File: src/rtl/mips_pkg.sv
// mips_pkg: shared widths, ALU opcodes and forward-select codes for the MIPS datapath
package mips_pkg;
    localparam int DATA_WIDTH     = 32;
    localparam int REG_ADDR_WIDTH = 5;
    localparam logic [3:0] ALU_AND = 4'd0;
    localparam logic [3:0] ALU_OR  = 4'd1;
    localparam logic [3:0] ALU_NOR = 4'd2;
    localparam logic [3:0] ALU_ADD = 4'd3;
    localparam logic [3:0] ALU_SUB = 4'd4;
    localparam logic [3:0] ALU_SLL = 4'd5;
    localparam logic [3:0] ALU_SRL = 4'd6;
    localparam logic [3:0] ALU_LUI = 4'd7;
    localparam logic [1:0] FWD_NONE = 2'b00;
    localparam logic [1:0] FWD_MEM  = 2'b01;
    localparam logic [1:0] FWD_WB   = 2'b10;
endpackage

File: src/rtl/forward_mux.sv
// forward_mux: resolves one source register against the MEM/WB producers; bypass exists only with ID_EX_FORWARDING_EN
module forward_mux
    import mips_pkg::*;
#(
    parameter int DATA_WIDTH     = mips_pkg::DATA_WIDTH,
    parameter int REG_ADDR_WIDTH = mips_pkg::REG_ADDR_WIDTH
) (
    input  logic [REG_ADDR_WIDTH-1:0] r,
    input  logic                      mem_regwrite,
    input  logic [REG_ADDR_WIDTH-1:0] mem_writereg,
    input  logic [DATA_WIDTH-1:0]     mem_result,
    input  logic                      wb_regwrite,
    input  logic [REG_ADDR_WIDTH-1:0] wb_writereg,
    input  logic [DATA_WIDTH-1:0]     wb_data,
    input  logic [DATA_WIDTH-1:0]     value,
    output logic [1:0]                sel,
    output logic [DATA_WIDTH-1:0]     fwd
);
`ifdef ID_EX_FORWARDING_EN
    // MEM is the newer producer so it beats WB; register 0 is hardwired and never bypassed
    always_comb begin
        sel = (mem_regwrite && mem_writereg == r && r != '0) ? FWD_MEM :
              (wb_regwrite && wb_writereg == r && r != '0)   ? FWD_WB  : FWD_NONE;
        fwd = (sel == FWD_MEM) ? mem_result : (sel == FWD_WB) ? wb_data : value;
    end
`else
    logic unused_fwd;
    assign unused_fwd = ^{r, mem_regwrite, mem_writereg, mem_result, wb_regwrite, wb_writereg, wb_data};
    assign sel = FWD_NONE;
    assign fwd = value;
`endif
endmodule

File: src/rtl/id_ex_stage.sv
// id_ex_stage: ID/EX pipeline register with MEM/WB operand forwarding (enabled by ID_EX_FORWARDING_EN)
module id_ex_stage
    import mips_pkg::*;
#(
    parameter int DATA_WIDTH     = mips_pkg::DATA_WIDTH,
    parameter int REG_ADDR_WIDTH = mips_pkg::REG_ADDR_WIDTH
) (
    input  logic                      clk,
    input  logic                      reset,
    input  logic                      Stall,
    input  logic                      Flush,
    input  logic                      ID_Valid,
    input  logic [3:0]                ID_ALUOperation,
    input  logic [DATA_WIDTH-1:0]     ID_ReadData1,
    input  logic [DATA_WIDTH-1:0]     ID_ReadData2,
    input  logic [DATA_WIDTH-1:0]     ID_Immediate,
    input  logic                      ID_ALUSrc,
    input  logic [4:0]                ID_Shamt,
    input  logic [REG_ADDR_WIDTH-1:0] ID_Rs,
    input  logic [REG_ADDR_WIDTH-1:0] ID_Rt,
    input  logic [REG_ADDR_WIDTH-1:0] ID_WriteReg,
    input  logic                      ID_RegWrite,
    input  logic                      MEM_RegWrite,
    input  logic [REG_ADDR_WIDTH-1:0] MEM_WriteReg,
    input  logic [DATA_WIDTH-1:0]     MEM_ALUResult,
    input  logic                      WB_RegWrite,
    input  logic [REG_ADDR_WIDTH-1:0] WB_WriteReg,
    input  logic [DATA_WIDTH-1:0]     WB_WriteData,
    output logic                      EX_Valid,
    output logic [3:0]                EX_ALUOperation,
    output logic [DATA_WIDTH-1:0]     EX_A,
    output logic [DATA_WIDTH-1:0]     EX_B,
    output logic [4:0]                EX_Shamt,
    output logic [DATA_WIDTH-1:0]     EX_StoreData,
    output logic [REG_ADDR_WIDTH-1:0] EX_WriteReg,
    output logic                      EX_RegWrite,
    output logic [1:0]                ForwardA,
    output logic [1:0]                ForwardB
);
    logic                      valid, alusrc, regwrite;
    logic [3:0]                opcode;
    logic [DATA_WIDTH-1:0]     rd1, rd2, imm, fwd_b;
    logic [4:0]                shamt;
    logic [REG_ADDR_WIDTH-1:0] rs, rt, writereg;

    // Bubble on reset or flush (all-zero is opcode AND, invalid, no write); stall holds everything
    always_ff @(posedge clk or posedge reset) begin
        if (reset)
            {valid, opcode, rd1, rd2, imm, alusrc, shamt, rs, rt, writereg, regwrite} <= '0;
        else if (Flush || !Stall)
            {valid, opcode, rd1, rd2, imm, alusrc, shamt, rs, rt, writereg, regwrite} <= Flush ? '0 :
                {ID_Valid, ID_ALUOperation, ID_ReadData1, ID_ReadData2, ID_Immediate, ID_ALUSrc,
                 ID_Shamt, ID_Rs, ID_Rt, ID_WriteReg, ID_RegWrite};
    end

    forward_mux #(.DATA_WIDTH(DATA_WIDTH), .REG_ADDR_WIDTH(REG_ADDR_WIDTH)) u_fwd_a (
        .r(rs), .mem_regwrite(MEM_RegWrite), .mem_writereg(MEM_WriteReg), .mem_result(MEM_ALUResult),
        .wb_regwrite(WB_RegWrite), .wb_writereg(WB_WriteReg), .wb_data(WB_WriteData),
        .value(rd1), .sel(ForwardA), .fwd(EX_A)
    );

    forward_mux #(.DATA_WIDTH(DATA_WIDTH), .REG_ADDR_WIDTH(REG_ADDR_WIDTH)) u_fwd_b (
        .r(rt), .mem_regwrite(MEM_RegWrite), .mem_writereg(MEM_WriteReg), .mem_result(MEM_ALUResult),
        .wb_regwrite(WB_RegWrite), .wb_writereg(WB_WriteReg), .wb_data(WB_WriteData),
        .value(rd2), .sel(ForwardB), .fwd(fwd_b)
    );

    assign EX_Valid        = valid;
    assign EX_ALUOperation = opcode;
    assign EX_Shamt        = shamt;
    assign EX_WriteReg     = writereg;
    assign EX_RegWrite     = regwrite & valid;
    assign EX_StoreData    = fwd_b;
    assign EX_B            = alusrc ? imm : fwd_b;
endmodule

File: config.mk
export PLATFORM = sky130hd
export DESIGN_NAME = id_ex_stage
export DESIGN_NICKNAME = d
export VERILOG_FILES = /design/src/rtl/mips_pkg.sv /design/src/rtl/forward_mux.sv /design/src/rtl/id_ex_stage.sv
export SDC_FILE = /design/constraint.sdc
export NUM_CORES = 1
export LEC_CHECK = 0
export CORE_AREA = 5 5 122 124
export DETAILED_ROUTE_END_ITERATION = 8
export DIE_AREA = 0 0 127 129
export PLACE_DENSITY = 0.81
export SLEW_MARGIN = 20
export SYNTH_ARGS = -nofsm -noshare
export SYNTH_HDL_FRONTEND = slang
export SYNTH_SLANG_ARGS = --single-unit
export TNS_END_PERCENT = 100
File: constraint.sdc
create_clock -name clk -period 6.6 [get_ports clk]
set_input_delay 1.98 -clock clk [delete_from_list [all_inputs] [get_ports clk]]
set_output_delay 1.98 -clock clk [all_outputs]
set_load 0.05 [all_outputs]
### Word level (Yosys, flattened, before mapping)

Cells that the tools add are included.

* register bits: 113
* bits in writable memories: 0
* output and inout bits: 116
* bits in latches: 0
* input bits: 203
* bits in read-only memories: 0
* memories kept: 0

* multiplexer cells: 2
* reduce and logical (&&, ||, !) cells: 2
* multiply operators: 0
* equal/unequal tests: 0
* shift-type cells: 0
* order comparisons: 0
* divide/modulo/power cells: 0
* bitwise operators: 1
* add/sub/neg operators: 0

Operator list (number)
* $mux W123: 1
* $mux W32: 1
* $and A1 B1 Y1: 1
* $logic_not A1 Y1: 1
* $logic_or A1 B1 Y1: 1

### Depth between registers and ports, before layout

Gate-level depths: netlist of run 1.

* word-level depth: 2
* depth in mapped cells: 5
* gate-level depth less buffers: 2

### Cells and area by module

A second synthesis of run 1 with hierarchy kept.

* cell total of the unflattened synthesis: 505
* area total of the unflattened synthesis: 5899.4 um^2

Modules (own cells, without submodules)
* id_ex_stage: cells each 435, seq. area each 3078.0 um^2, area an instance 5381.4 um^2, instances 1
* forward_mux: cells each 35, seq. area each 0.0 um^2, area an instance 259.0 um^2, instances 2

### Worst setup path before layout of run 1

No wires, ideal clock.

* path type: register to output
* start point: register valid, in the netlist EX_Valid
* end point: output port EX_RegWrite
* path slack: 3501 ps
* buffers on the path: 0
* arrival: 1119 ps
* cell stages (with the launch flop): 2
* data required time: 4620 ps
* path through: dfrtp_1 > and2_1

* cells in the longest elaborated chain, start to end: 1

RTL lines
* start, declared: RTL line id_ex_stage.sv:40 `logic valid, alusrc, regwrite;`
* start signal, assigned: RTL line id_ex_stage.sv:51 `{valid, opcode, rd1, rd2, imm, alusrc, shamt, rs, rt, writereg, regwrite} <= Flush ? '0 :`
* $and A1 B1 Y1: RTL line id_ex_stage.sv:72 `assign EX_RegWrite = regwrite & valid;`
* end, declared: RTL line id_ex_stage.sv:36 `output logic EX_RegWrite,`

Every way passes these cells.

### Worst setup path in the final report of run 1

* start point: register alusrc
* end point: output port EX_B[30]

* cells in the longest elaborated chain, start to end: 1

RTL lines
* start, declared: RTL line id_ex_stage.sv:40
* start signal, assigned: RTL line id_ex_stage.sv:51
* $mux W32: RTL line id_ex_stage.sv:74 `assign EX_B = alusrc ? imm : fwd_b;`
* end, declared: RTL line id_ex_stage.sv:32 `output logic [DATA_WIDTH-1:0] EX_B,`

Every way passes these cells.

==> results of run 1 <==
[through the flow]
step | std cells | power [mW]
3_3_place_gp | 788 | 1.20
5_1_grt | 819 | 2.17
2_1_floorplan | 411 | 1.04
4_1_cts | 819 | 2.10
3_5_place_dp | 788 | 1.21
6_report | 819 | 2.07
[flip-flops by register name, summed over array words and instances (netlist names)]
signal / count
alusrc: 1
EX_ALUOperation: 4
EX_WriteReg: 5
EX_Valid: 1
rd1: 32
regwrite: 1
rd2: 32
imm: 32
EX_Shamt: 5
[kinds of logic after synthesis]
kind of cell	Yosys count
and+or+nand+nor	114
buffers and inverters	35
other	1
DFF	113
muxes	145
[layer usage]
layer	GRT usage [%]	vias up	wire [um]	share of wire (%)
met5	0	-	0	0
met4	6.62	0	229	1.7
met3	6.77	18	1270	9.3
met2	26.6	173	6500	47
met1	20.0	1837	5710	42
li1	-	1798	-	-
[worst max path at each step]
stage                             from                              to  slack, ps  depth (start not counted)
detailed placement  alusrc$_DFFE_PP0P_                         EX_B[1]       2530                          2
CTS                 alusrc$_DFFE_PP0P_                        EX_B[30]       2090                          2
finish              alusrc$_DFFE_PP0P_                        EX_B[30]       2140                          2
global route        alusrc$_DFFE_PP0P_                         EX_B[1]       2040                          2
global placement    alusrc$_DFFE_PP0P_                         EX_B[1]       2530                          2
floorplan                        reset  EX_ALUOperation[0]$_DFFE_PP0P_       1630                          1
[synth_stat cells, drive strengths merged]
| library cell | number | area (um2) |
|---|---|---|
| conb | 1 | 3.75 |
| nor2 | 113 | 424 |
| buf | 29 | 248 |
| mux2 | 32 | 360 |
| inv | 1 | 3.75 |
| clkbuf | 5 | 18.8 |
| mux2i | 113 | 1130 |
| dfrtp | 113 | 2830 |
| and2 | 1 | 6.26 |
[tightest hold or removal path, delay by kind of cell, from the launching register on]
family / cells / cell delay (ps)
muxes: 1 / 70
DFF: 1 / 340
and+or+nand+nor: 1 / 80
[where the power goes]
part	total [mW]	leakage (nW)	switching, mW	internal, mW
registers	0.763	1.50	0.0298	0.733
clock network	0.873	0.275	0.303	0.570
logic	0.438	1.92	0.255	0.182
[layout make-up]
class	instances	area (um2)	area share, %
clock buffer	21	460	5.85
clock inverter	10	111	1.41
inverter	1	6.26	0.0794
multi-input combinational	263	1940	24.6
sequential	113	2830	35.9
tap	180	225	2.86
timing repair buffer	231	2310	29.3
==> out/metrics.cfg, run 1 <==
[grt]
grt_max_degree=114
antenna_found_initial=0
grt_pass1_vias=4114
track_usage_pct=16.6
grt_pass1_wl_um=21400
grt_remaining_overflow=0

[min_path]
hold_end=imm[19]$_DFFE_PP0P_
holdPathStages=2
min-delay-start=imm[19]$_DFFE_PP0P_
hold_class=flip-flop to flip-flop

[clock_tree]
cts_tree=done
clock_latency_ps=390
ctsResizeCount=0
htree_levels=4
clk_path_buf_depth=2
clock_sinks=113
cts.clk_slew.worst_paths_ps=50
cts-hold-fix-buffers=0
numCtsBuffers=17
cts_setup_buffers=0
cts-root-buf=clkbuf_16

[die]
die_w_um=127
initial_utilization_pct=36.8
ios=319
rows=43
die-height_um=129
dieArea_um2=16400
coreArea_um2=13700

[placed_design]
port-buffer-count=228
dp_hpwl_um=9720
place_area_um2=7300
gp_congestion=0.860
dp_worst_setup_slack_ps=2530

[sta]
hold_viol=0
worst_slew_pin_slew_ps=903
slew_violations=0
slew_headroom_pct=39.8
finalCriticalPeriod_ps=4460
fin_skew_ps=0
max_clock_freq_mhz=224
rsz0062_at_grt=no
finalSetupViolations=0
final.setup.worst_slack_ps=2140
final.setup.tns_ps=0
hold_ws_ps=516
fin_crit_sh_pct=67.5

[synth]
post_synth.cell_area_avg_um2=12.3
synth_xor_area_share_pct=0
ys_seq_elements=113
synth_compound_area_share_pct=0
synth_fa_ha_area_share_pct=0
yosys.area_share.simple_pct=8.57
syn_inst=408
muxShareOfSynthArea_pct=29.7
synth.distinct_cells=11
ys_warn_count=0
yosysSeqAreaShare_pct=56.3
synth_top_family_by_area=multiplexers
netlist_area_um2=5020

[worst_setup_path]
r2r-start=alusrc$_DFFE_PP0P_
end_kind=primary output
worst_r2r_endpoint=alusrc$_DFFE_PP0P_
worst_path_largest_cell_delay_ps=920
cp_num_buf_inv=1
crit_arrival_ps=2480
rrSetupSlack_ps=5320
critPathLaunchType=flip-flop
ff2ff_path_depth=2
crit_type=flip-flop to primary output
cp.required_ps=4620
critPathTopFamily=flip-flops
cp_slowest_cell=dfrtp_2
worst-path-max-fanout=33
crit_chain=mux2_2 -> clkdlybuf4s50_1

[outcome]
status=finished, final reports clean

[route]
dr.pass1.iters=4
drt-initial-drc-count=220
ant_nets=0
drc_errors=0
wire_per_inst_um=16.7
viasPerCell=4.67
vias=3826
totalWireLength_um=13700

[final_layout]
syn2layout_area_growth_pct=56.8
final_common_cell=clkdlybuf4s50_1
drive_above_1_share_pct=10.6
final_cell_area_um2=7880
diodes=0
final_core_util_pct=57.6
layout_common_cells=226 x clkdlybuf4s50_1, 113 x mux2i_1, 113 x nor2_1
fill_cells=1147
fin_nets=830

[power_and_ir_drop]
leakage_nw=3.70
powerDensity_nw_per_um2=263
peakVddDrop_mv=0.135

[run]
cap_violations=0

No activity file was read; power rests on OpenSTA's default activity.
==> inputs of run 2 (changes only) <==
CORE_AREA = not set   (was 5 5 122 124)
CORE_MARGIN = 5   (was not set)
CORE_UTILIZATION = 33   (was not set)
DIE_AREA = not set   (was 0 0 127 129)
PLACE_DENSITY = 0.77   (was 0.81)
clock period = 4 ns   (was 6.6 ns; I/O delays follow)
==> out/metrics.cfg, run 2 (synthesis gave the netlist of run 1 again) <==
[worst_setup_path]
critPathTopFamily=buffers and inverters
crit_arrival_ps=1750  ; -730 ps
crit_chain=buf_4 -> mux2_2 -> buf_4
cp_slowest_cell=buf_4
end_kind=primary output
worst-path-max-fanout=33  ; unchanged
crit_type=flip-flop to primary output
cpMostUsedCell=buf_4
worst_path_largest_cell_delay_ps=410  ; -510 ps
critPathLaunchType=flip-flop
cp_num_buf_inv=2  ; +1
rrSetupSlack_ps=2940  ; -2380 ps
cp.required_ps=2800  ; -1820 ps

[die]
rows=45  ; +4.7%
coreArea_um2=15100  ; +10%
initial_utilization_pct=33.3  ; -3.5 points
ios=319  ; unchanged
die-height_um=133  ; +3.4%
dieArea_um2=17800  ; +8.6%
die_w_um=133  ; +5.0%

[clock_tree]
ctsResizeCount=0  ; unchanged
cts_tree=done
cts_setup_buffers=0  ; unchanged
htree_levels=4  ; unchanged
clk_path_buf_depth=2  ; unchanged
cts.clk_slew.worst_paths_ps=50  ; about the same
cts-root-buf=clkbuf_16
clock_sinks=113  ; unchanged
clock_latency_ps=400  ; about the same
numCtsBuffers=17  ; unchanged
cts-hold-fix-buffers=0  ; unchanged

[sta]
final.setup.tns_ps=0  ; unchanged
fin_crit_sh_pct=73.8
hold_viol=0  ; unchanged
fin_skew_ps=0  ; unchanged
max_clock_freq_mhz=339
rsz0062_at_grt=no
worst_slew_pin_slew_ps=917  ; +13.9 ps
slew_violations=0  ; unchanged
finalCriticalPeriod_ps=2950
finalSetupViolations=0  ; unchanged
slew_headroom_pct=38.7  ; -1.1 points

[final_layout]
drive_above_1_share_pct=16.2  ; +5.6 points
diodes=0  ; unchanged
fin_nets=832  ; +0.24%
syn2layout_area_growth_pct=57.9
fill_cells=1317  ; +15%
layout_common_cells=194 x clkdlybuf4s50_1, 113 x dfrtp_1, 113 x mux2i_1, 113 x nor2_1, 34 x buf_4
instances_no_fill=830  ; +1.3%
final_common_cell=clkdlybuf4s50_1

[route]
drc_errors=0  ; unchanged
drt-initial-drc-count=103  ; -53%
dr.pass1.iters=4  ; unchanged
viasPerCell=4.67  ; about the same
wire_per_inst_um=17.1  ; +2.4%
totalWireLength_um=14200  ; +3.8%
ant_nets=0  ; unchanged
vias=3876  ; +1.3%

[placed_design]
gp_congestion=0.762  ; -11%
dp_hpwl_um=10200  ; +4.7%
port-buffer-count=228  ; unchanged
dp.cells=798  ; +1.3%

[grt]
track_usage_pct=16.2  ; -0.38 points
grt_pass1_vias=4229  ; +2.8%
antenna_found_initial=1  ; +1
grt_remaining_overflow=0  ; unchanged
grt_max_degree=114  ; unchanged
grt_pass1_wl_um=22800  ; +6.3%

[outcome]
status=finished, final reports clean

[run]
cap_violations=0  ; unchanged

[power_and_ir_drop]
peakVddDrop_mv=0.234  ; +73%
leakage_nw=3.80  ; +2.9%
powerDensity_nw_per_um2=455  ; +73%

[min_path]
hold_class=flip-flop to flip-flop

[run 2: cell types whose count changed in the layout (fill, tap and decap cells not counted), sizes merged]
cell	change
buf	+34
bufinv	+2
clkbuf	-1
inv	+1
clkdlybuf4s50	-32
clkinv	-2
clkinvlp	+1
[run 2: layout make-up]
type	instances	area [um2]	share of cell area, %
Timing Repair Buffer	233	2280	28.7
Inverter	1	7.51	0.0946
Clock inverter	12	179	2.26
Clock buffer	20	467	5.88
Tap cell	188	235	2.97
Multi-Input combinational cell	263	1940	24.4
Sequential cell	113	2830	35.6
[run 2: metrics by stage]
step | setup slack (ps) | power [mW] | area (um2) | util (%) | hold WS, ps
4_1_cts | 999 | 3.66 | 7930 | 52.5 | 522
5_1_grt | 981 | 3.76 | 7930 | 52.6 | 542
6_report | 1050 | 3.61 | 7930 | 52.6 | 514
3_5_place_dp | 1310 | 2.01 | 7280 | 48.3 | 509
3_3_place_gp | 1370 | 1.99 | 7280 | 48.3 | 498
2_1_floorplan | 1430 | 1.72 | 5040 | - | 481
[run 2: per-layer routing]
metal | part of all wire (%) | wire length [um] | track usage, % | vias up
li1 | - | - | - | 1800
met1 | 40 | 5740 | 18.9 | 1882
met2 | 49 | 6900 | 26.7 | 170
met3 | 9.1 | 1290 | 6.76 | 22
met4 | 2.0 | 278 | 6.17 | 2
met5 | 0.091 | 13 | 0 | -
[run 2: power breakdown]
group          internal, mW  total (mW)  switching, mW
logic                 0.298       0.729          0.431
registers              1.21        1.25         0.0400
clock network          1.09        1.63          0.536
total                  2.60        3.61           1.01
[run 2: worst paths after layout]
path,end,cells after the start,startpoint
worst max-delay path,EX_B[1],3,alusrc$_DFFE_PP0P_
worst min-delay path,imm[22]$_DFFE_PP0P_,2,imm[22]$_DFFE_PP0P_
worst max register to register,alusrc$_DFFE_PP0P_,3,alusrc$_DFFE_PP0P_
worst min register to register,imm[22]$_DFFE_PP0P_,2,imm[22]$_DFFE_PP0P_
max in group asynchronous,EX_Shamt[4]$_DFFE_PP0P_,3,reset
min in group asynchronous,imm[29]$_DFFE_PP0P_,2,reset
[run 2: tightest hold or removal path, delay by kind of cell, from the launching register on]
kind | cells | cell delay [ps]
DFF | 1 | 340
muxes | 1 | 70
and+or+nand+nor | 1 | 70
==> inputs of run 3 (changes only) <==
CORE_UTILIZATION = 37   (was 33)
PLACE_DENSITY = 0.81   (was 0.77)
clock period = 2.9 ns   (was 4 ns; I/O delays follow)
==> out/metrics.cfg, run 3 (synthesis gave the netlist of run 1 again) <==
[clock_tree]
clk_path_buf_depth=2  ; unchanged
clock_latency_ps=390  ; about the same
cts-hold-fix-buffers=0  ; unchanged
htree_levels=4  ; unchanged
ctsResizeCount=0  ; unchanged
cts.clk_slew.worst_paths_ps=50  ; about the same
cts_setup_buffers=0  ; unchanged
cts-root-buf=clkbuf_16
clock_sinks=113  ; unchanged
numCtsBuffers=17  ; unchanged
cts_tree=done

[final_layout]
fin_nets=833  ; +0.12%
instances_no_fill=818  ; -1.4%
final_core_util_pct=61.9  ; +9.4 points
final_common_cell=clkdlybuf4s50_1
final_cell_area_um2=8240  ; +3.8%
fill_cells=1033  ; -22%
diodes=0  ; unchanged
drive_above_1_share_pct=15.3  ; -0.93 points
layout_common_cells=194 x clkdlybuf4s50_1, 113 x dfrtp_1, 113 x mux2i_1, 113 x nor2_1, 36 x buf_12
syn2layout_area_growth_pct=63.9

[worst_setup_path]
crit_type=flip-flop to primary output
ff2ff_path_depth=3  ; unchanged
rrSetupSlack_ps=1840  ; -1100 ps
end_kind=primary output
worst-path-max-fanout=33  ; unchanged
cp_slowest_cell=mux2_2
crit_chain=buf_4 -> mux2_2 -> buf_12
cp_num_buf_inv=2  ; unchanged
cp.required_ps=2030  ; -770 ps
critPathTopFamily=buffers and inverters
r2r-start=alusrc$_DFFE_PP0P_
critPathLaunchType=flip-flop
crit_arrival_ps=1750  ; about the same
worst_path_largest_cell_delay_ps=440  ; +30 ps
worst_r2r_endpoint=alusrc$_DFFE_PP0P_

[die]
rows=42  ; -6.7%
coreArea_um2=13300  ; -12%
initial_utilization_pct=37.8  ; +4.5 points
die-height_um=127  ; -5.1%
die_w_um=127  ; -5.1%
dieArea_um2=16000  ; -10%
ios=319  ; unchanged

[route]
wire_per_inst_um=17.0  ; -0.50%
ant_nets=0  ; unchanged
dr.pass1.iters=6  ; +2
drt-initial-drc-count=129  ; +25%
drc_errors=0  ; unchanged
totalWireLength_um=13900  ; -1.9%
viasPerCell=4.71  ; +0.76%
vias=3849  ; -0.70%

[sta]
final.setup.tns_ps=0  ; unchanged
final.setup.worst_slack_ps=278  ; -771 ps
rsz0062_at_grt=no
hold_viol=0  ; unchanged
finalCriticalPeriod_ps=2620
fin_crit_sh_pct=90.4
finalSetupViolations=0  ; unchanged
fin_skew_ps=0  ; unchanged
slew_headroom_pct=59.4  ; +21 points
hold_ws_ps=517  ; +2.67 ps
slew_violations=0  ; unchanged
max_clock_freq_mhz=381
worst_slew_pin_slew_ps=609  ; -308 ps

[power_and_ir_drop]
powerDensity_nw_per_um2=579  ; +27%
peakVddDrop_mv=0.289  ; +23%
power_mw=4.76  ; +32%
leakage_nw=3.88  ; +2.0%

[min_path]
holdPathStages=2  ; unchanged
hold_class=flip-flop to flip-flop
min-delay-start=rd1[16]$_DFFE_PP0P_
hold_end=rd1[16]$_DFFE_PP0P_

[placed_design]
port-buffer-count=228  ; unchanged
dp.cells=787  ; -1.4%
dp_worst_setup_slack_ps=687  ; -620 ps
gp_congestion=0.825  ; +8.2%
dp_hpwl_um=10000  ; -1.4%
place_area_um2=7690  ; +5.6%

[grt]
grt_pass1_vias=4324  ; +2.2%
grt_pass1_wl_um=22600  ; -0.73%
grt_remaining_overflow=0  ; unchanged
antenna_found_initial=0  ; -1
grt_max_degree=114  ; unchanged
track_usage_pct=17.6  ; +1.4 points

[outcome]
status=finished, final reports clean

[run]
cap_violations=0  ; unchanged

## run 3: cell types whose count changed in the layout (fill, tap and decap cells not counted), sizes merged
cell,previous run,this run
inv,2,0
buf,39,40
clkbuf,20,24
clkinv,3,5
clkinvlp,4,1
bufinv,4,2
## run 3: worst reg2reg max path, stage by stage (launching register included)
cell and delay [ps]:
dfrtp_1 310, buf_4 430, mux2i_1 150, nor2_1 100
## run 3: how the worst max path moves through the flow
stage / startpoint / cells after the start / to
final: alusrc$_DFFE_PP0P_ / 3 / EX_B[2]
after global routing: alusrc$_DFFE_PP0P_ / 3 / EX_B[2]
after CTS: alusrc$_DFFE_PP0P_ / 3 / EX_B[2]
after detailed placement: alusrc$_DFFE_PP0P_ / 3 / EX_B[2]
after global placement: alusrc$_DFFE_PP0P_ / 3 / EX_B[2]
after floorplan: reset / 1 / EX_ALUOperation[0]$_DFFE_PP0P_
## run 3: layout make-up
| class | count | area, um2 | share of cell area [%] |
|---|---|---|---|
| Clock buffer | 24 | 462 | 5.61 |
| Clock inverter | 7 | 85.1 | 1.03 |
| Inverter | 1 | 7.51 | 0.0912 |
| Multi-Input combinational cell | 263 | 1940 | 23.5 |
| Sequential cell | 113 | 2830 | 34.3 |
| Tap cell | 176 | 220 | 2.67 |
| Timing Repair Buffer | 234 | 2700 | 32.7 |
## run 3: power breakdown
group	internal [mW]	switching [mW]	total, mW	leakage (nW)
registers	1.67	0.0556	1.72	1.50
logic	0.495	0.614	1.11	2.11
clock network	1.27	0.659	1.93	0.272
## run 3: per-layer routing
metal  wire length (um)  global-route usage [%]  vias to the layer above  share of wire (%)
li1                   -                       -                     1797                  -
met5                  0                       0                        -                  0
met1               5580                    20.8                     1853                 40
met2               6740                    28.2                      174                 48
met3               1350                    7.52                       25                9.7
met4                278                    7.26                        0                2.0
